[src/rtl/lc2k_multicycle_control_if.sv]
// Control/status bundle between the LC2K multicycle controller and the datapath.
interface lc2k_multicycle_control_if #(
  parameter int unsigned CNT_W = 32
);
  logic             start;
  logic [2:0]       opcode;
  logic             alu_eq;
  logic             mem_ready;
  logic             pc_write;
  logic [1:0]       pc_sel;
  logic             ir_write;
  logic             mem_req;
  logic             mem_we;
  logic             mem_addr_sel;
  logic             reg_write;
  logic             reg_dst;
  logic [1:0]       wb_sel;
  logic             alu_src_b;
  logic [1:0]       alu_op;
  logic             halted;
  logic             mem_error;
  logic [CNT_W-1:0] instr_count;
  logic [2:0]       state;

  // Controller side
  modport master (
    input  start, opcode, alu_eq, mem_ready,
    output pc_write, pc_sel, ir_write, mem_req, mem_we, mem_addr_sel,
           reg_write, reg_dst, wb_sel, alu_src_b, alu_op, halted, mem_error,
           instr_count, state
  );

  // Datapath / memory side
  modport slave (
    output start, opcode, alu_eq, mem_ready,
    input  pc_write, pc_sel, ir_write, mem_req, mem_we, mem_addr_sel,
           reg_write, reg_dst, wb_sel, alu_src_b, alu_op, halted, mem_error,
           instr_count, state
  );
endinterface

[src/rtl/lc2k_multicycle_control.sv]
// LC2K multicycle control FSM: sequences FETCH/DECODE/EXEC/MEM/WB, drives
// datapath selects and strobes, times out stalled memory, counts retirements.
module lc2k_multicycle_control #(
  parameter int unsigned MEM_TIMEOUT = 15,
  parameter int unsigned CNT_W       = 32
) (
  input logic                       clk,
  input logic                       rst_n,
  lc2k_multicycle_control_if.master bus
);

  localparam int unsigned WAIT_W = (MEM_TIMEOUT > 1) ? $clog2(MEM_TIMEOUT) : 1;
  // Last wait count at which a still-missing mem_ready becomes a timeout
  localparam logic [WAIT_W-1:0] WAIT_LAST  = WAIT_W'(MEM_TIMEOUT - 1);
  localparam bit                TIMEOUT_EN = (MEM_TIMEOUT != 0);

  localparam logic [2:0] S_IDLE   = 3'd0;
  localparam logic [2:0] S_FETCH  = 3'd1;
  localparam logic [2:0] S_DECODE = 3'd2;
  localparam logic [2:0] S_EXEC   = 3'd3;
  localparam logic [2:0] S_MEM    = 3'd4;
  localparam logic [2:0] S_WB     = 3'd5;
  localparam logic [2:0] S_HALT   = 3'd6;
  localparam logic [2:0] S_ERROR  = 3'd7;

  localparam logic [2:0] OP_ADD  = 3'd0;
  localparam logic [2:0] OP_NOR  = 3'd1;
  localparam logic [2:0] OP_LW   = 3'd2;
  localparam logic [2:0] OP_SW   = 3'd3;
  localparam logic [2:0] OP_BEQ  = 3'd4;
  localparam logic [2:0] OP_JALR = 3'd5;
  localparam logic [2:0] OP_HALT = 3'd6;
  localparam logic [2:0] OP_NOOP = 3'd7;

  logic [2:0]        state_q, state_nxt;
  logic [2:0]        op_q;
  logic [WAIT_W-1:0] wait_cnt_q;
  logic [CNT_W-1:0]  cnt_q;

  logic       pc_write_c, ir_write_c, mem_req_c, mem_we_c, mem_addr_sel_c;
  logic       reg_write_c, reg_dst_c, alu_src_b_c, halted_c, mem_error_c;
  logic [1:0] pc_sel_c, wb_sel_c, alu_op_c;
  logic       retire_c;
  logic       wait_expired_c;

  assign wait_expired_c = TIMEOUT_EN && (wait_cnt_q == WAIT_LAST);

  // Next-state and datapath control decode
  always_comb begin
    state_nxt      = state_q;
    pc_write_c     = 1'b0;
    pc_sel_c       = 2'd0;
    ir_write_c     = 1'b0;
    mem_req_c      = 1'b0;
    mem_we_c       = 1'b0;
    mem_addr_sel_c = 1'b0;
    reg_write_c    = 1'b0;
    reg_dst_c      = 1'b0;
    wb_sel_c       = 2'd0;
    alu_src_b_c    = 1'b0;
    alu_op_c       = 2'd0;
    halted_c       = 1'b0;
    mem_error_c    = 1'b0;
    retire_c       = 1'b0;

    case (state_q)
      S_IDLE: begin
        if (bus.start) state_nxt = S_FETCH;
      end
      S_FETCH: begin
        mem_req_c = 1'b1;
        if (bus.mem_ready) begin
          ir_write_c = 1'b1;
          state_nxt  = S_DECODE;
        end else if (wait_expired_c) begin
          state_nxt = S_ERROR;
        end
      end
      S_DECODE: begin
        // Decode looks at the live opcode; later states use the latched copy
        case (bus.opcode)
          OP_HALT: begin
            pc_write_c = 1'b1;
            retire_c   = 1'b1;
            state_nxt  = S_HALT;
          end
          OP_NOOP: begin
            pc_write_c = 1'b1;
            retire_c   = 1'b1;
            state_nxt  = S_FETCH;
          end
          default: state_nxt = S_EXEC;
        endcase
      end
      S_EXEC: begin
        case (op_q)
          OP_ADD, OP_NOR: begin
            alu_src_b_c = 1'b1;
            alu_op_c    = (op_q == OP_NOR) ? 2'd1 : 2'd0;
            state_nxt   = S_WB;
          end
          OP_LW, OP_SW: begin
            state_nxt = S_MEM;
          end
          OP_BEQ: begin
            alu_src_b_c = 1'b1;
            alu_op_c    = 2'd2;
            pc_write_c  = 1'b1;
            pc_sel_c    = bus.alu_eq ? 2'd1 : 2'd0;
            retire_c    = 1'b1;
            state_nxt   = S_FETCH;
          end
          OP_JALR: begin
            // regA is captured by the datapath before this write lands
            reg_write_c = 1'b1;
            wb_sel_c    = 2'd2;
            pc_write_c  = 1'b1;
            pc_sel_c    = 2'd2;
            retire_c    = 1'b1;
            state_nxt   = S_FETCH;
          end
          default: state_nxt = S_FETCH;
        endcase
      end
      S_MEM: begin
        mem_req_c      = 1'b1;
        mem_addr_sel_c = 1'b1;
        mem_we_c       = (op_q == OP_SW);
        if (bus.mem_ready) begin
          if (op_q == OP_SW) begin
            pc_write_c = 1'b1;
            retire_c   = 1'b1;
            state_nxt  = S_FETCH;
          end else begin
            state_nxt = S_WB;
          end
        end else if (wait_expired_c) begin
          state_nxt = S_ERROR;
        end
      end
      S_WB: begin
        reg_write_c = 1'b1;
        pc_write_c  = 1'b1;
        retire_c    = 1'b1;
        state_nxt   = S_FETCH;
        if (op_q != OP_LW) begin
          reg_dst_c = 1'b1;
          wb_sel_c  = 2'd1;
        end
      end
      S_HALT: begin
        halted_c = 1'b1;
      end
      S_ERROR: begin
        mem_error_c = 1'b1;
      end
      default: state_nxt = S_IDLE;
    endcase
  end

  // State register
  always_ff @(posedge clk or negedge rst_n) begin
    if (!rst_n) state_q <= S_IDLE;
    else        state_q <= state_nxt;
  end

  // Opcode latch, captured once per instruction in DECODE
  always_ff @(posedge clk or negedge rst_n) begin
    if (!rst_n)                  op_q <= 3'd0;
    else if (state_q == S_DECODE) op_q <= bus.opcode;
  end

  // Memory wait counter: clears on every state change, counts stalled cycles
  always_ff @(posedge clk or negedge rst_n) begin
    if (!rst_n)                          wait_cnt_q <= '0;
    else if (state_nxt != state_q)       wait_cnt_q <= '0;
    else if (mem_req_c && !bus.mem_ready) wait_cnt_q <= wait_cnt_q + WAIT_W'(1);
  end

  // Saturating retired-instruction counter
  always_ff @(posedge clk or negedge rst_n) begin
    if (!rst_n)                       cnt_q <= '0;
    else if (retire_c && (cnt_q != '1)) cnt_q <= cnt_q + CNT_W'(1);
  end

  assign bus.pc_write     = pc_write_c;
  assign bus.pc_sel       = pc_sel_c;
  assign bus.ir_write     = ir_write_c;
  assign bus.mem_req      = mem_req_c;
  assign bus.mem_we       = mem_we_c;
  assign bus.mem_addr_sel = mem_addr_sel_c;
  assign bus.reg_write    = reg_write_c;
  assign bus.reg_dst      = reg_dst_c;
  assign bus.wb_sel       = wb_sel_c;
  assign bus.alu_src_b    = alu_src_b_c;
  assign bus.alu_op       = alu_op_c;
  assign bus.halted       = halted_c;
  assign bus.mem_error    = mem_error_c;
  assign bus.instr_count  = cnt_q;
  assign bus.state        = state_q;

endmodule

[src/flat_wrapper.sv]
// flat-port wrapper written by rule: the top's interface ports become plain ports
module lc2k_multicycle_control_flat 
#(
  parameter int unsigned MEM_TIMEOUT = 15,
  parameter int unsigned CNT_W       = 32
)
  (clk, rst_n, bus_start, bus_opcode, bus_alu_eq, bus_mem_ready, bus_pc_write, bus_pc_sel, bus_ir_write, bus_mem_req, bus_mem_we, bus_mem_addr_sel, bus_reg_write, bus_reg_dst, bus_wb_sel, bus_alu_src_b, bus_alu_op, bus_halted, bus_mem_error, bus_instr_count, bus_state);
  lc2k_multicycle_control_if #(.CNT_W(CNT_W)) bus_i ();
  input logic clk;
  input logic rst_n;
  input wire logic [$bits(bus_i.start)-1:0] bus_start;
  input wire logic [$bits(bus_i.opcode)-1:0] bus_opcode;
  input wire logic [$bits(bus_i.alu_eq)-1:0] bus_alu_eq;
  input wire logic [$bits(bus_i.mem_ready)-1:0] bus_mem_ready;
  output wire logic [$bits(bus_i.pc_write)-1:0] bus_pc_write;
  output wire logic [$bits(bus_i.pc_sel)-1:0] bus_pc_sel;
  output wire logic [$bits(bus_i.ir_write)-1:0] bus_ir_write;
  output wire logic [$bits(bus_i.mem_req)-1:0] bus_mem_req;
  output wire logic [$bits(bus_i.mem_we)-1:0] bus_mem_we;
  output wire logic [$bits(bus_i.mem_addr_sel)-1:0] bus_mem_addr_sel;
  output wire logic [$bits(bus_i.reg_write)-1:0] bus_reg_write;
  output wire logic [$bits(bus_i.reg_dst)-1:0] bus_reg_dst;
  output wire logic [$bits(bus_i.wb_sel)-1:0] bus_wb_sel;
  output wire logic [$bits(bus_i.alu_src_b)-1:0] bus_alu_src_b;
  output wire logic [$bits(bus_i.alu_op)-1:0] bus_alu_op;
  output wire logic [$bits(bus_i.halted)-1:0] bus_halted;
  output wire logic [$bits(bus_i.mem_error)-1:0] bus_mem_error;
  output wire logic [$bits(bus_i.instr_count)-1:0] bus_instr_count;
  output wire logic [$bits(bus_i.state)-1:0] bus_state;
  assign bus_i.start = bus_start;
  assign bus_i.opcode = bus_opcode;
  assign bus_i.alu_eq = bus_alu_eq;
  assign bus_i.mem_ready = bus_mem_ready;
  assign bus_pc_write = bus_i.pc_write;
  assign bus_pc_sel = bus_i.pc_sel;
  assign bus_ir_write = bus_i.ir_write;
  assign bus_mem_req = bus_i.mem_req;
  assign bus_mem_we = bus_i.mem_we;
  assign bus_mem_addr_sel = bus_i.mem_addr_sel;
  assign bus_reg_write = bus_i.reg_write;
  assign bus_reg_dst = bus_i.reg_dst;
  assign bus_wb_sel = bus_i.wb_sel;
  assign bus_alu_src_b = bus_i.alu_src_b;
  assign bus_alu_op = bus_i.alu_op;
  assign bus_halted = bus_i.halted;
  assign bus_mem_error = bus_i.mem_error;
  assign bus_instr_count = bus_i.instr_count;
  assign bus_state = bus_i.state;
  lc2k_multicycle_control #(.MEM_TIMEOUT(MEM_TIMEOUT), .CNT_W(CNT_W)) u_core (.clk(clk), .rst_n(rst_n), .bus(bus_i));
endmodule
[config.mk]
export PLATFORM = sky130hd
export DESIGN_NAME = lc2k_multicycle_control_flat
export DESIGN_NICKNAME = d
export VERILOG_FILES = /design/src/rtl/lc2k_multicycle_control_if.sv /design/src/rtl/lc2k_multicycle_control.sv /design/src/flat_wrapper.sv
export SDC_FILE = /design/constraint.sdc
export NUM_CORES = 1
export LEC_CHECK = 0
export CORE_MARGIN = 5
export CORE_UTILIZATION = 60
export DETAILED_ROUTE_END_ITERATION = 8
export DONT_BUFFER_PORTS = 1
export PLACE_DENSITY = 0.73
export SLEW_MARGIN = 25
export SYNTH_ARGS = -nofsm -noshare
export SYNTH_HDL_FRONTEND = slang
export SYNTH_SLANG_ARGS = --single-unit
[constraint.sdc]
create_clock -name clk -period 2.44 [get_ports clk]
set_input_delay 0.244 -clock clk [delete_from_list [all_inputs] [get_ports clk]]
set_output_delay 0.244 -clock clk [all_outputs]
set_load 0.005 [all_outputs]
### After elaboration in Yosys (flattened, before gate mapping)

Cells that the tools add are included.

| cells by class | value |
|---|---|
| add/subtract/negate cells | 2 |
| equality and inequality tests | 18 |
| muxes and demuxes | 37 |
| reduce and logical (&&, ||, !) cells | 12 |

Operator list:

| kind | number |
|---|---|
| adder 32 x 1 -> 32 bit, second input constant | 1 |
| inequality test 32 bit, second input constant | 1 |
| == test 3 bit, second input constant | 8 |
| two-way mux 1 bit | 19 |
| case mux 3 bit (6 select lines) | 1 |
| two-way mux 3 bit | 5 |
| == test 3 x 2 -> 1 bit, second input constant | 4 |
| case mux 2 bit (2 select lines) | 3 |
| case mux 3 bit (2 select lines) | 2 |
| OR reduction 2 bit | 5 |
| two-way mux 4 bit | 2 |
| == test 3 x 1 -> 1 bit, second input constant | 2 |
| zero test 3 bit | 2 |
| two-way mux 2 bit | 3 |
| adder 4 x 1 -> 4 bit, second input constant | 1 |
| == test 4 bit, second input constant | 1 |
| case mux 1 bit (4 select lines) | 1 |
| inequality test 3 x 2 -> 1 bit, second input constant | 1 |
| inequality test 3 bit | 1 |
| OR reduction 3 bit | 1 |
| logical AND 1 bit | 2 |
| case mux 1 bit (2 select lines) | 1 |
| nonzero test 2 bit | 1 |
| zero test 1 bit | 1 |

| storage, ports and cells | value |
|---|---|
| bits in registers | 42 |
| input bits | 8 |
| output and inout bits | 51 |
| word-level logic and storage cells | 73 |

### Longest topological paths before layout

Gate-level depths: netlist of the first run.

| depth | value |
|---|---|
| word-level depth | 6 |
| depth in mapped cells | 8 |
| gate-level depth less buffers | 7 |

### Least setup slack after synthesis of the first run

No wires, ideal clock.

| timing | value |
|---|---|
| path type | reg-to-output |
| start | reg u_core.state_q[2] (netlist: u_core.bus.state[2]) |
| end | out bus_pc_sel[0] |
| arrival time | 1.634 ns |
| required time | 2.196 ns |
| slack | 0.562 ns |
| cell stages (with the launch flop) | 6 |
| path buffers | 1 |
| cells stage by stage | dfrtp_1 -> nand2b_4 -> or3b_2 -> clkbuf_1 -> nor3b_1 -> and2_1 |

| on the way | value |
|---|---|
| cells in the longest elaborated chain, start to end | 2 |

Ends and longest elaborated chain:

| item | line | RTL |
|---|---|---|
| start, declared | lc2k_multicycle_control.sv:35 | `logic [2:0] state_q, state_nxt;` |
| start signal, assigned | lc2k_multicycle_control.sv:164 | `else state_q <= state_nxt;` |
| == test 3 x 2 -> 1 bit | lc2k_multicycle_control.sv:66 | `case (state_q)` |
| two-way mux 2 bit | lc2k_multicycle_control.sv:66 |  |
| end, declared | flat_wrapper.sv:16 | `output wire logic [$bits(bus_i.pc_sel)-1:0] bus_pc_sel;` |

Every way passes these cells.

### Final worst setup path of the first run

Ends and elaborated chain as after synthesis.

==> results of run 1 <==
[stage by stage]
step	utilization	power [mW]
6_report	0.6541	2.002
2_1_floorplan	-	1.442
5_1_grt	0.6541	2.160
3_5_place_dp	0.6271	1.577
3_3_place_gp	0.6271	1.568
4_1_cts	0.6541	2.020
[metal layers]
metal | GRT usage | up-vias | wire length [um] | share of wire
li1 | - | 873 | - | -
met1 | 0.2840 | 862 | 2211 | 0.44
met2 | 0.2844 | 58 | 2263 | 0.45
met3 | 0.07250 | 6 | 455 | 0.091
met4 | 0.06439 | 0 | 62 | 0.012
met5 | 0 | - | 0 | 0
[cell families after synthesis]
| family | synth area share |
|---|---|
| and+or+nand+nor | 0.3071 |
| DFF | 0.4343 |
| xor gates and xnor gates | 0.1194 |
| AOI/OAI and AO/OA | 0.05843 |
| buffers and inverters | 0.03361 |
| muxes | 0.03154 |
| adders and majority gates | 0.01551 |
[cell type report]
type                            count  share of cell area
Multi-Input combinational cell    185              0.4993
Sequential cell                    42              0.4076
Clock buffer                        7             0.02960
Timing Repair Buffer                8             0.02911
Tap cell                           50             0.02426
Inverter                            7             0.01019
[synthesized netlist by cell type, drive strengths merged, types with 6 or more instances]
cell type / instances
nand3: 12
and3: 8
nor3: 10
xnor2: 21
xor2: 12
o21ai: 7
buf: 6
nand2: 19
and2: 7
nand4b: 6
nor2: 20
dfrtp: 42
nand4: 18
inv: 7
[sequential cells by signal (all words and copies together), names as in the netlist]
signal / flops
u_core.op_q: 3
u_core.bus.instr_count: 32
u_core.wait_cnt_q: 4
u_core.bus.state: 3
[cell usage in the layout (no fill, tap or decap), drive strengths merged, types with 2 or more instances in the layout]
cell type,n
a21oi,5
and3,8
xnor2,21
and4,2
nand3b,3
nor2,20
clkbuf,7
nand2,19
nor3,10
mux2i,2
nor2b,3
inv,7
nand2b,5
mux2,5
o21ai,7
o211ai,2
buf,7
nand4,18
and2,7
nand4b,6
dfrtp,42
nor4,2
ha,3
xor2,12
nand3,12
[worst max-delay path: stages (launching register included)]
cell,delay [ns]
dfrtp_1,0.43
nand2b_4,0.19
or3b_2,0.54
nor3b_1,0.34
and2_1,0.20
[power breakdown]
part,internal (mW),total [mW],switching (mW)
sequential,0.795,0.947,0.153
clock,0.197,0.414,0.217
combinational,0.279,0.641,0.362
total,1.27,2.00,0.731
[final timing paths]
check                                        endpoint  slack (ns)                 startpoint
setup / recovery                        bus_pc_sel[0]        0.20        u_core.bus.state[2]
hold reg to reg             u_core.bus.instr_count[9]        0.53  u_core.bus.instr_count[9]
hold / removal                         u_core.op_q[0]        0.08              bus_opcode[0]
min in group asynchronous  u_core.bus.instr_count[27]        0.40                      rst_n
max in group asynchronous  u_core.bus.instr_count[23]        1.83                      rst_n
setup reg to reg           u_core.bus.instr_count[28]        0.34  u_core.bus.instr_count[0]
==> flow_summary.rst, run 1 <==
.. list-table::
   :header-rows: 1

   * - Metric
     - Value
   * - Outcome
     - finished clean
   * - Number of instances in the synthesized netlist
     - 243
   * - Number of placed cells counting well taps
     - 290
   * - Number of nets produced by synthesis
     - 254
   * - Antenna violations before repair
     - 0
   * - Top post-synthesis cells by area
     - dfrtp_1 43%, xnor2_1 7.6%, nand4_1 4.4%
   * - Clk Tree Root Cell
     - clkbuf_8
   * - Violation count after the first detailed-route iteration
     - 141
   * - Yosys warns
     - 0
   * - Wire length of the first global-routing pass
     - 8362 um
   * - Die Area
     - 5403 um^2
   * - Total negative slack
     - 0 ns
   * - CTS Buf Count
     - 5
   * - Clk sink count
     - 42
   * - Worst-Skew Late Latency
     - 0.29 ns
   * - Synthesis-to-layout area growth
     - 6.567%
   * - Number of hold-repair buffers added at the cts stage
     - 2
   * - Worst rel slew slack
     - 0.5049
   * - Slew at the pin with the worst max-slew slack
     - 0.7349 ns
   * - Die X
     - 73.51 um
   * - Classification of the worst-slack hold path
     - in -> reg
   * - Sequential area share after synthesis
     - 0.4343
   * - Leading area contributor after synthesis
     - dfrtp_1
   * - Category of the worst setup path capture point
     - output port
   * - Unrepaired setup endpoints after global routing
     - false
   * - Min-Delay Path Depth
     - 2
   * - Number of placement rows
     - 23
   * - Synthesized area per cell
     - 9.958 um^2
   * - Ports placed on the boundary
     - 59
   * - Pwr per Cell Area
     - 776.2 nW/um^2
   * - Post_cts resized
     - 0
   * - Final standard cell area without fillers
     - 2579 um^2
   * - Tcrit/Tclk final
     - 0.9169
   * - Most instantiated flip-flop cell in the synthesis netlist
     - dfrtp_1
   * - Number of setup violations in the final report
     - 0
   * - Mean number of vias per cell
     - 6.017
   * - Filler cell count in the final layout
     - 321
   * - Pins over their slew limit
     - 0
   * - Fraction of synthesized cell area taken by the top area cell type
     - 0.4343
   * - Maximum fanout count along the critical path
     - 6
   * - Endpoint required time on the critical path
     - 2.20 ns
   * - Number of library cell types mapped by synthesis
     - 47
   * - Combined area of the multi-input logic cells
     - 1287 um^2
   * - Worst setup skew after layout
     - 0.005230 ns
   * - Largest net degree at the start of global routing
     - 43
   * - VDD IR-drop max
     - 0.5549 mV
   * - Final wirelength
     - 4993 um
   * - Clock-pin slew on the worst setup and hold paths
     - 0.07 ns
   * - Static leakage power
     - 1.123 nW
   * - Register Area
     - 1051 um^2
   * - Number of buffers on the longest clock path
     - 2
   * - DRC violations left
     - 0
   * - Number of hold-slack violations in the final timing report
     - 0
   * - Final cell count without fillers
     - 299
   * - Worst Path Arrival
     - 1.99 ns
   * - Final Wtd Congestion
     - 0.9019
   * - Ratio of cells with drive above 1 in the final layout
     - 0.1245
   * - DP Area
     - 2472 um^2
   * - Class of the most critical setup path
     - reg -> out
   * - Final net count
     - 260
   * - Number of buffers inserted by port buffering
     - 0
   * - Count of inserted antenna diode cells
     - 0
   * - Worst slack at placement
     - 0.3482 ns
   * - Vertical die dimension
     - 73.51 um
   * - Remaining number of nets flagged by the antenna check after routing
     - 0
   * - Maximum clock frequency
     - 0.4470 GHz
   * - Final Worst Setup Slack
     - 0.2028 ns
   * - Post-synth EDFFs
     - 0
   * - Post-synthesis cell area
     - 2420 um^2
   * - Fraction of registers with async set/reset
     - 1.000
   * - Number of levels the H-tree was split into
     - 2
   * - Starting density of the core
     - 0.6138
   * - Number of synthesized register bits
     - 42
   * - Minimum period implied by the final worst setup slack
     - 2.237 ns
   * - Global-route congestion overflow total
     - 0
   * - Routed wire length per instance
     - 16.70 um
   * - Vias post-DR
     - 1799
   * - Worst hold margin
     - 0.08409 ns
   * - Final HPWL from detailed placement
     - 3671 um
   * - Core area
     - 3943 um^2
   * - Combined global-route utilization of all metal layers
     - 0.2002
   * - Vias in the first global route
     - 1694
   * - Worst r2r path cells
     - 6
   * - CTS tree
     - yes
   * - Number of iterations in the first detailed-routing pass
     - 4
   * - Number of maximum-capacitance violations
     - 0
   * - Critical Path Source Type
     - register
   * - Post-CTS Repair Setup Buffers
     - 0
Note: power is estimated with default switching activity, not from simulation.
==> run 2, diff against run 1 <==
--- a/config.mk
+++ b/config.mk
@@ -6,10 +6,10 @@
 export NUM_CORES = 1
 export LEC_CHECK = 0
 export CORE_MARGIN = 5
-export CORE_UTILIZATION = 60
+export CORE_UTILIZATION = 52
 export DETAILED_ROUTE_END_ITERATION = 8
 export DONT_BUFFER_PORTS = 1
-export PLACE_DENSITY = 0.73
+export PLACE_DENSITY = 0.67
 export SLEW_MARGIN = 25
 export SYNTH_ARGS = -nofsm -noshare
 export SYNTH_HDL_FRONTEND = slang
==> constraint.sdc (replaced) <==
create_clock -name clk -period 1.9 [get_ports clk]
set_input_delay 0.19 -clock clk [delete_from_list [all_inputs] [get_ports clk]]
set_output_delay 0.19 -clock clk [all_outputs]
set_load 0.005 [all_outputs]
==> flow_summary.rst, run 2 (synthesized netlist as in run 1, its figures left out) <==
.. list-table::
   :header-rows: 1

   * - Metric
     - Value
   * - Outcome
     - finished clean
   * - Number of maximum-capacitance violations
     - 0 (unchanged)
   * - Clk sink count
     - 42 (unchanged)
   * - Maximum clock frequency
     - 0.5483 GHz
   * - Max FFs per register
     - 32 (unchanged)
   * - Critical Path Source Type
     - register
   * - Final Worst Setup Slack
     - 0.07616 ns (-0.1267 ns)
   * - Reg-to-reg setup timing slack
     - 0.10 ns (-0.24 ns)
   * - Largest net degree at the start of global routing
     - 43 (unchanged)
   * - Final cell count without fillers
     - 345 (+15%)
   * - Final wirelength
     - 5665 um (+13%)
   * - Violation count after the first detailed-route iteration
     - 110 (-22%)
   * - Endpoint required time on the critical path
     - 1.71 ns (-0.49 ns)
   * - Ordered list of cells on the worst path
     - buf_6 > nand2b_4 > or3b_4 > nor3b_2 > and2_1
   * - Class of the most critical setup path
     - reg -> out
   * - Worst slack at placement
     - 0.08234 ns (-0.2658 ns)
   * - Tcrit/Tclk final
     - 0.9599
   * - Slew at the pin with the worst max-slew slack
     - 0.3986 ns (-0.3363 ns)
   * - Ports placed on the boundary
     - 59 (unchanged)
   * - Final standard cell area without fillers
     - 2964 um^2 (+15%)
   * - Starting density of the core
     - 0.5445 (-0.06929)
   * - CTS tree
     - yes
   * - Number of buffers on the longest clock path
     - 2 (unchanged)
   * - Worst path top cell family by delay
     - simple AND/OR/NAND/NOR gates
   * - Finished Core Util
     - 0.6669 (+0.01287)
   * - Die Area
     - 6118 um^2 (+13%)
   * - Global-route congestion overflow total
     - 0 (unchanged)
   * - Number of hold-slack violations in the final timing report
     - 0 (unchanged)
   * - Worst setup skew after layout
     - 0.008666 ns (+0.003436 ns)
   * - Minimum period implied by the final worst setup slack
     - 1.824 ns
   * - Pins over their slew limit
     - 0 (unchanged)
   * - Commonest cells after routing, fill and taps aside
     - 47 x buf_4, 42 x dfrtp_1, 21 x xnor2_1
   * - Die X
     - 78.22 um (+6.4%)
   * - Clock-pin slew on the worst setup and hold paths
     - 0.07 ns (about the same)
   * - Vias in the first global route
     - 2010 (+19%)
   * - Number of setup violations in the final report
     - 0 (unchanged)
   * - Remaining number of nets flagged by the antenna check after routing
     - 0 (unchanged)
   * - Total power of the final layout
     - 2.967 mW (+48%)
   * - Maximum fanout count along the critical path
     - 11 (+5)
   * - DRC violations left
     - 0 (unchanged)
   * - Wire length of the first global-routing pass
     - 9646 um (+15%)
   * - Number of iterations in the first detailed-routing pass
     - 4 (unchanged)
   * - VDD IR-drop max
     - 0.6548 mV (+18%)
   * - Combined global-route utilization of all metal layers
     - 0.1931 (-0.007049)
   * - Routed wire length per instance
     - 16.42 um (-1.7%)
   * - Master of the slowest instance on the critical path
     - or3b_4
   * - Number of placement rows
     - 24 (+4.3%)
   * - Number of levels the H-tree was split into
     - 2 (unchanged)
   * - Vertical die dimension
     - 78.22 um (+6.4%)
   * - Vias post-DR
     - 2006 (+12%)
   * - Number of placed cells counting well taps
     - 330 (+14%)
   * - Worst-Skew Late Latency
     - 0.29 ns (about the same)
   * - Number of buffers and inverters on the critical path
     - 1 (+1)
   * - Final HPWL from detailed placement
     - 4219 um (+15%)
   * - Antenna violations before repair
     - 0 (unchanged)
   * - Static leakage power
     - 1.359 nW (+21%)
   * - Final Wtd Congestion
     - 0.9212 (+2.1%)
   * - Pwr per Cell Area
     - 1001 nW/um^2 (+29%)
   * - Count of inserted antenna diode cells
     - 0 (unchanged)
   * - Biggest cell delay along the critical path
     - 0.40 ns (-0.14 ns)
   * - Clk Tree Root Cell
     - clkbuf_8
   * - Mean number of vias per cell
     - 5.814 (-3.4%)
   * - CTS Buf Count
     - 5 (unchanged)
   * - Final net count
     - 303 (+17%)
   * - Worst hold margin
     - 0.04983 ns (-0.03426 ns)
   * - Core area
     - 4444 um^2 (+13%)
   * - Worst rel slew slack
     - 0.7274 (+0.2225)
   * - Unrepaired setup endpoints after global routing
     - true
   * - Classification of the worst-slack hold path
     - in -> reg
   * - Category of the worst setup path capture point
     - output port
   * - Commonest non-fill, non-tap cell in the layout
     - buf_4
   * - DP Area
     - 2760 um^2 (+12%)
   * - Number of buffers inserted by port buffering
     - 0 (unchanged)
   * - Synthesis-to-layout area growth
     - 22.49%
   * - Worst Path Arrival
     - 1.63 ns (-0.36 ns)
   * - Ratio of cells with drive above 1 in the final layout
     - 0.2833 (+0.1588)
   * - Total negative slack
     - 0 ns (unchanged)
==> run 2: changes by cell type in the layout (fill, tap and decap cells not counted), sizes merged <==
cell    previous run  this run
clkinv             0         1
buf                7        50
==> run 2: metal layers <==
metal | track usage | wire, um
met1 | 0.2473 | 2460
met4 | 0.03671 | 36
met3 | 0.06865 | 473
met2 | 0.3193 | 2695
met5 | 0 | 0
==> run 2: power by group <==
group,internal [mW],switching (mW),leakage (nW)
Sequential,1.02,0.0883,0.563
Clock,0.293,0.286,0.0482
Combinational,0.618,0.661,0.748
==> run 2: area by class of cell <==
class | instances | area [um^2]
Tap cell | 52 | 65.06
Clock buffer | 7 | 86.33
Inverter | 7 | 26.28
Multi-Input combinational cell | 185 | 1325
Timing Repair Buffer | 51 | 405.4
Clock inverter | 1 | 5.005
Fill cell | 365 | 1480
Sequential cell | 42 | 1051
==> run 2: path summary, 6_finish.rpt <==
kind | startpoint | to | depth (start not counted)
max in group asynchronous | rst_n | u_core.bus.state[1] | 2
worst max-delay path | u_core.bus.state[0] | bus_pc_sel[0] | 5
worst min-delay path | bus_opcode[0] | u_core.op_q[0] | 2
worst min register to register | u_core.bus.instr_count[23] | u_core.bus.instr_count[23] | 1
worst max register to register | u_core.bus.instr_count[5] | u_core.bus.instr_count[31] | 5
min in group asynchronous | rst_n | u_core.bus.instr_count[12] | 2
==> run 2: repair_timing <==
action / 4_1_cts / 5_1_grt
pin swaps: 1 / 2
hold endpoints to repair: 42 / 0
buffers inserted: 2 / 3
hold buffers: 2 / 0
gates resized for setup: 7 / 6
endpoints found under the setup margin: 7 / 10
==> run 3, diff against run 2 <==
--- a/config.mk
+++ b/config.mk
@@ -5,7 +5,6 @@
 export SDC_FILE = /design/constraint.sdc
 export NUM_CORES = 1
 export LEC_CHECK = 0
-export CORE_MARGIN = 5
 export CORE_UTILIZATION = 52
 export DETAILED_ROUTE_END_ITERATION = 8
 export DONT_BUFFER_PORTS = 1
==> flow_summary.rst, run 3 (synthesized netlist as in run 1, its figures left out) <==
.. list-table::
   :header-rows: 1

   * - Metric
     - Value
   * - Filler cell count in the final layout
     - 378 (+3.6%)
   * - Reg-to-reg setup timing slack
     - 0.13 ns (+0.03 ns)
   * - Unrepaired setup endpoints after global routing
     - true
   * - Master of the slowest instance on the critical path
     - dfrtp_1
   * - Clk sink count
     - 42 (unchanged)
   * - Slew at the pin with the worst max-slew slack
     - 0.3931 ns (-0.005479 ns)
   * - Highest routed layer
     - met4
   * - CTS Buf Count
     - 5 (unchanged)
   * - Biggest cell delay along the critical path
     - 0.40 ns (about the same)
   * - Final HPWL from detailed placement
     - 3883 um (-8.0%)
   * - Die X
     - 70.22 um (-10%)
   * - Vias post-DR
     - 1976 (-1.5%)
   * - Register Area
     - 1051 um^2 (unchanged)
   * - Pins over their slew limit
     - 0 (unchanged)
   * - DRC violations left
     - 0 (unchanged)
   * - Remaining number of nets flagged by the antenna check after routing
     - 0 (unchanged)
   * - Worst rel slew slack
     - 0.7346 (+0.007198)
   * - Min-Delay Path Depth
     - 2 (unchanged)
   * - M1 WL
     - 2487 um (+1.1%)
   * - Violation count after the first detailed-route iteration
     - 133 (+21%)
   * - Static leakage power
     - 1.321 nW (-2.8%)
   * - Classification of the worst-slack hold path
     - in -> reg
   * - Top cell by count, worst path
     - buf_4
   * - Number of buffers and inverters on the critical path
     - 3 (+2)
   * - Number of placed cells counting well taps
     - 326 (-1.2%)
   * - Maximum fanout count along the critical path
     - 9 (-2)
   * - Critical Path Source Type
     - register
   * - CTS tree
     - yes
   * - Number of buffers on the longest clock path
     - 2 (unchanged)
   * - Number of buffers inserted by port buffering
     - 0 (unchanged)
   * - Core area
     - 4414 um^2 (-0.68%)
   * - Total power of the final layout
     - 2.903 mW (-2.1%)
   * - Ordered list of cells on the worst path
     - buf_4 > nand3b_1 > a21oi_2 > or2_4 > buf_4 > buf_4
   * - Vias in the first global route
     - 1957 (-2.6%)
   * - Worst Path Arrival
     - 1.68 ns (+0.05 ns)
   * - Endpoint required time on the critical path
     - 1.71 ns (about the same)
   * - Max FFs per register
     - 32 (unchanged)
   * - Commonest non-fill, non-tap cell in the layout
     - dfrtp_1
   * - Count of inserted antenna diode cells
     - 0 (unchanged)
   * - Die Area
     - 4930 um^2 (-19%)
   * - Critical register-to-register path startpoint
     - u_core.bus.instr_count[21]
   * - Final wirelength
     - 5210 um (-8.0%)
   * - Hold Path End
     - u_core.op_q[0]
   * - Category of the worst setup path capture point
     - output port
   * - Combined global-route utilization of all metal layers
     - 0.2341 (+0.04097)
   * - Combined area of the multi-input logic cells
     - 1323 um^2 (-0.19%)
   * - Antenna violations before repair
     - 0 (unchanged)
   * - Worst setup skew after layout
     - 0.01296 ns (+0.004292 ns)
   * - Number of iterations in the first detailed-routing pass
     - 4 (unchanged)
   * - Final net count
     - 296 (-2.3%)
   * - Vertical die dimension
     - 70.22 um (-10%)
   * - Worst path top cell family by delay
     - buffers and inverters
   * - Ratio of cells with drive above 1 in the final layout
     - 0.2622 (-0.02104)
   * - Clock-pin slew on the worst setup and hold paths
     - 0.07 ns (about the same)
   * - Minimum period implied by the final worst setup slack
     - 1.874 ns (+0.04989 ns)
   * - Number of maximum-capacitance violations
     - 0 (unchanged)
   * - Number of levels the H-tree was split into
     - 2 (unchanged)
   * - Number of hold-slack violations in the final timing report
     - 0 (unchanged)
   * - Pwr per Cell Area
     - 998.1 nW/um^2 (-0.29%)
   * - Number of placement rows
     - 24 (unchanged)
   * - Starting density of the core
     - 0.5482 (+0.003704)
   * - Largest net degree at the start of global routing
     - 43 (unchanged)
   * - Endpoint of the most critical register-to-register path
     - u_core.bus.instr_count[1]
   * - Final Wtd Congestion
     - 0.8615 (-6.5%)
   * - Class of the most critical setup path
     - reg -> out
   * - Routed length on met3
     - 263 um (-44%)
   * - Mean number of vias per cell
     - 5.846 (+0.54%)
   * - Clk Tree Root Cell
     - clkbuf_8
   * - Routed wire length per instance
     - 15.41 um (-6.1%)
   * - Global-route congestion overflow total
     - 0 (unchanged)
   * - Ports placed on the boundary
     - 59 (unchanged)
   * - Synthesis-to-layout area growth
     - 20.22%
   * - Start point of the worst hold path
     - bus_opcode[0]
   * - Worst r2r path cells
     - 5 (unchanged)
   * - Maximum clock frequency
     - 0.5337 GHz (-2.7%)
   * - Worst-Skew Late Latency
     - 0.30 ns (about the same)
   * - Final standard cell area without fillers
     - 2909 um^2 (-1.9%)
   * - VDD IR-drop max
     - 0.8000 mV (+22%)
   * - Outcome
     - finished clean
   * - Finished Core Util
     - 0.6590 (-0.007934)
   * - Number of setup violations in the final report
     - 0 (unchanged)
   * - DP Area
     - 2730 um^2 (-1.1%)
   * - Tcrit/Tclk final
     - 0.9862 (+0.02626)
   * - Final cell count without fillers
     - 338 (-2.0%)
   * - Wire length of the first global-routing pass
     - 9052 um (-6.2%)
   * - Commonest cells after routing, fill and taps aside
     - 42 x dfrtp_1, 40 x buf_4, 21 x xnor2_1
   * - Total met2 wirelength after detailed routing
     - 2372 um (-12%)
-- run 3: cell count changes in the layout (fill, tap and decap cells not counted), sizes merged --
| cell | before | now |
|---|---|---|
| buf | 50 | 43 |
-- run 3: what timing repair did --
item | in CTS | in global routing
hold endpoints to repair | 42 | 0
hold buffers | 2 | 0
endpoints found under the setup margin | 9 | 13
pin swaps | 3 | 1
resized for setup | 9 | 4
buffers inserted | 1 | 1
-- run 3: layer usage --
layer / vias up / track usage
met5: - / 0
met4: 0 / 0.08222
met3: 8 / 0.05772
met2: 56 / 0.3472
met1: 965 / 0.3346
li1: 947 / -
-- run 3: area by class of cell --
type,count,area share
inverters,7,0.009032
flip-flops and latches,42,0.3613
repair buffers,44,0.1213
clock inverters,1,0.001720
clock buffers,7,0.02968
multi-input cells,185,0.4546
well taps,52,0.02237
-- run 3: report_power, final --
part | internal [mW] | total [mW] | switching [mW]
registers | 1.02 | 1.12 | 0.104
clock network | 0.293 | 0.597 | 0.304
logic | 0.558 | 1.18 | 0.623
-- run 3: how the worst max path moves through the flow --
stage,from,endpoint,slack (ns),cells past startpoint
final,u_core.bus.state[0],bus_pc_write,0.03,6
after global routing,u_core.op_q[2],bus_pc_write,-0.08,5
after CTS,u_core.bus.state[0],bus_pc_write,0.01,6
after detailed placement,u_core.op_q[2],u_core.bus.instr_count[28],-0.02,5
after global placement,u_core.op_q[2],u_core.bus.instr_count[28],-0.01,5
after floorplan,u_core.bus.state[2],bus_pc_sel[0],0.08,5
-- run 3: through the flow --
step                setup WS, ns  hold slack, ns  setup TNS, ns
floorplan                0.07597         -0.1056              0
global placement        -0.01313         -0.1048       -0.01313
detailed placement      -0.01616         -0.1043       -0.01616
CTS                      0.01458         0.02381              0
global route            -0.07882         0.02401       -0.07882
finish                   0.02627         0.02915              0
-- run 3: worst reg2reg max path, stage by stage (launching register included) --
cell and delay [ns]:
dfrtp_1 0.43, nand4_2 0.16, nor4_4 0.44, nand3_4 0.13, nand2_1 0.14, mux2_2 0.34
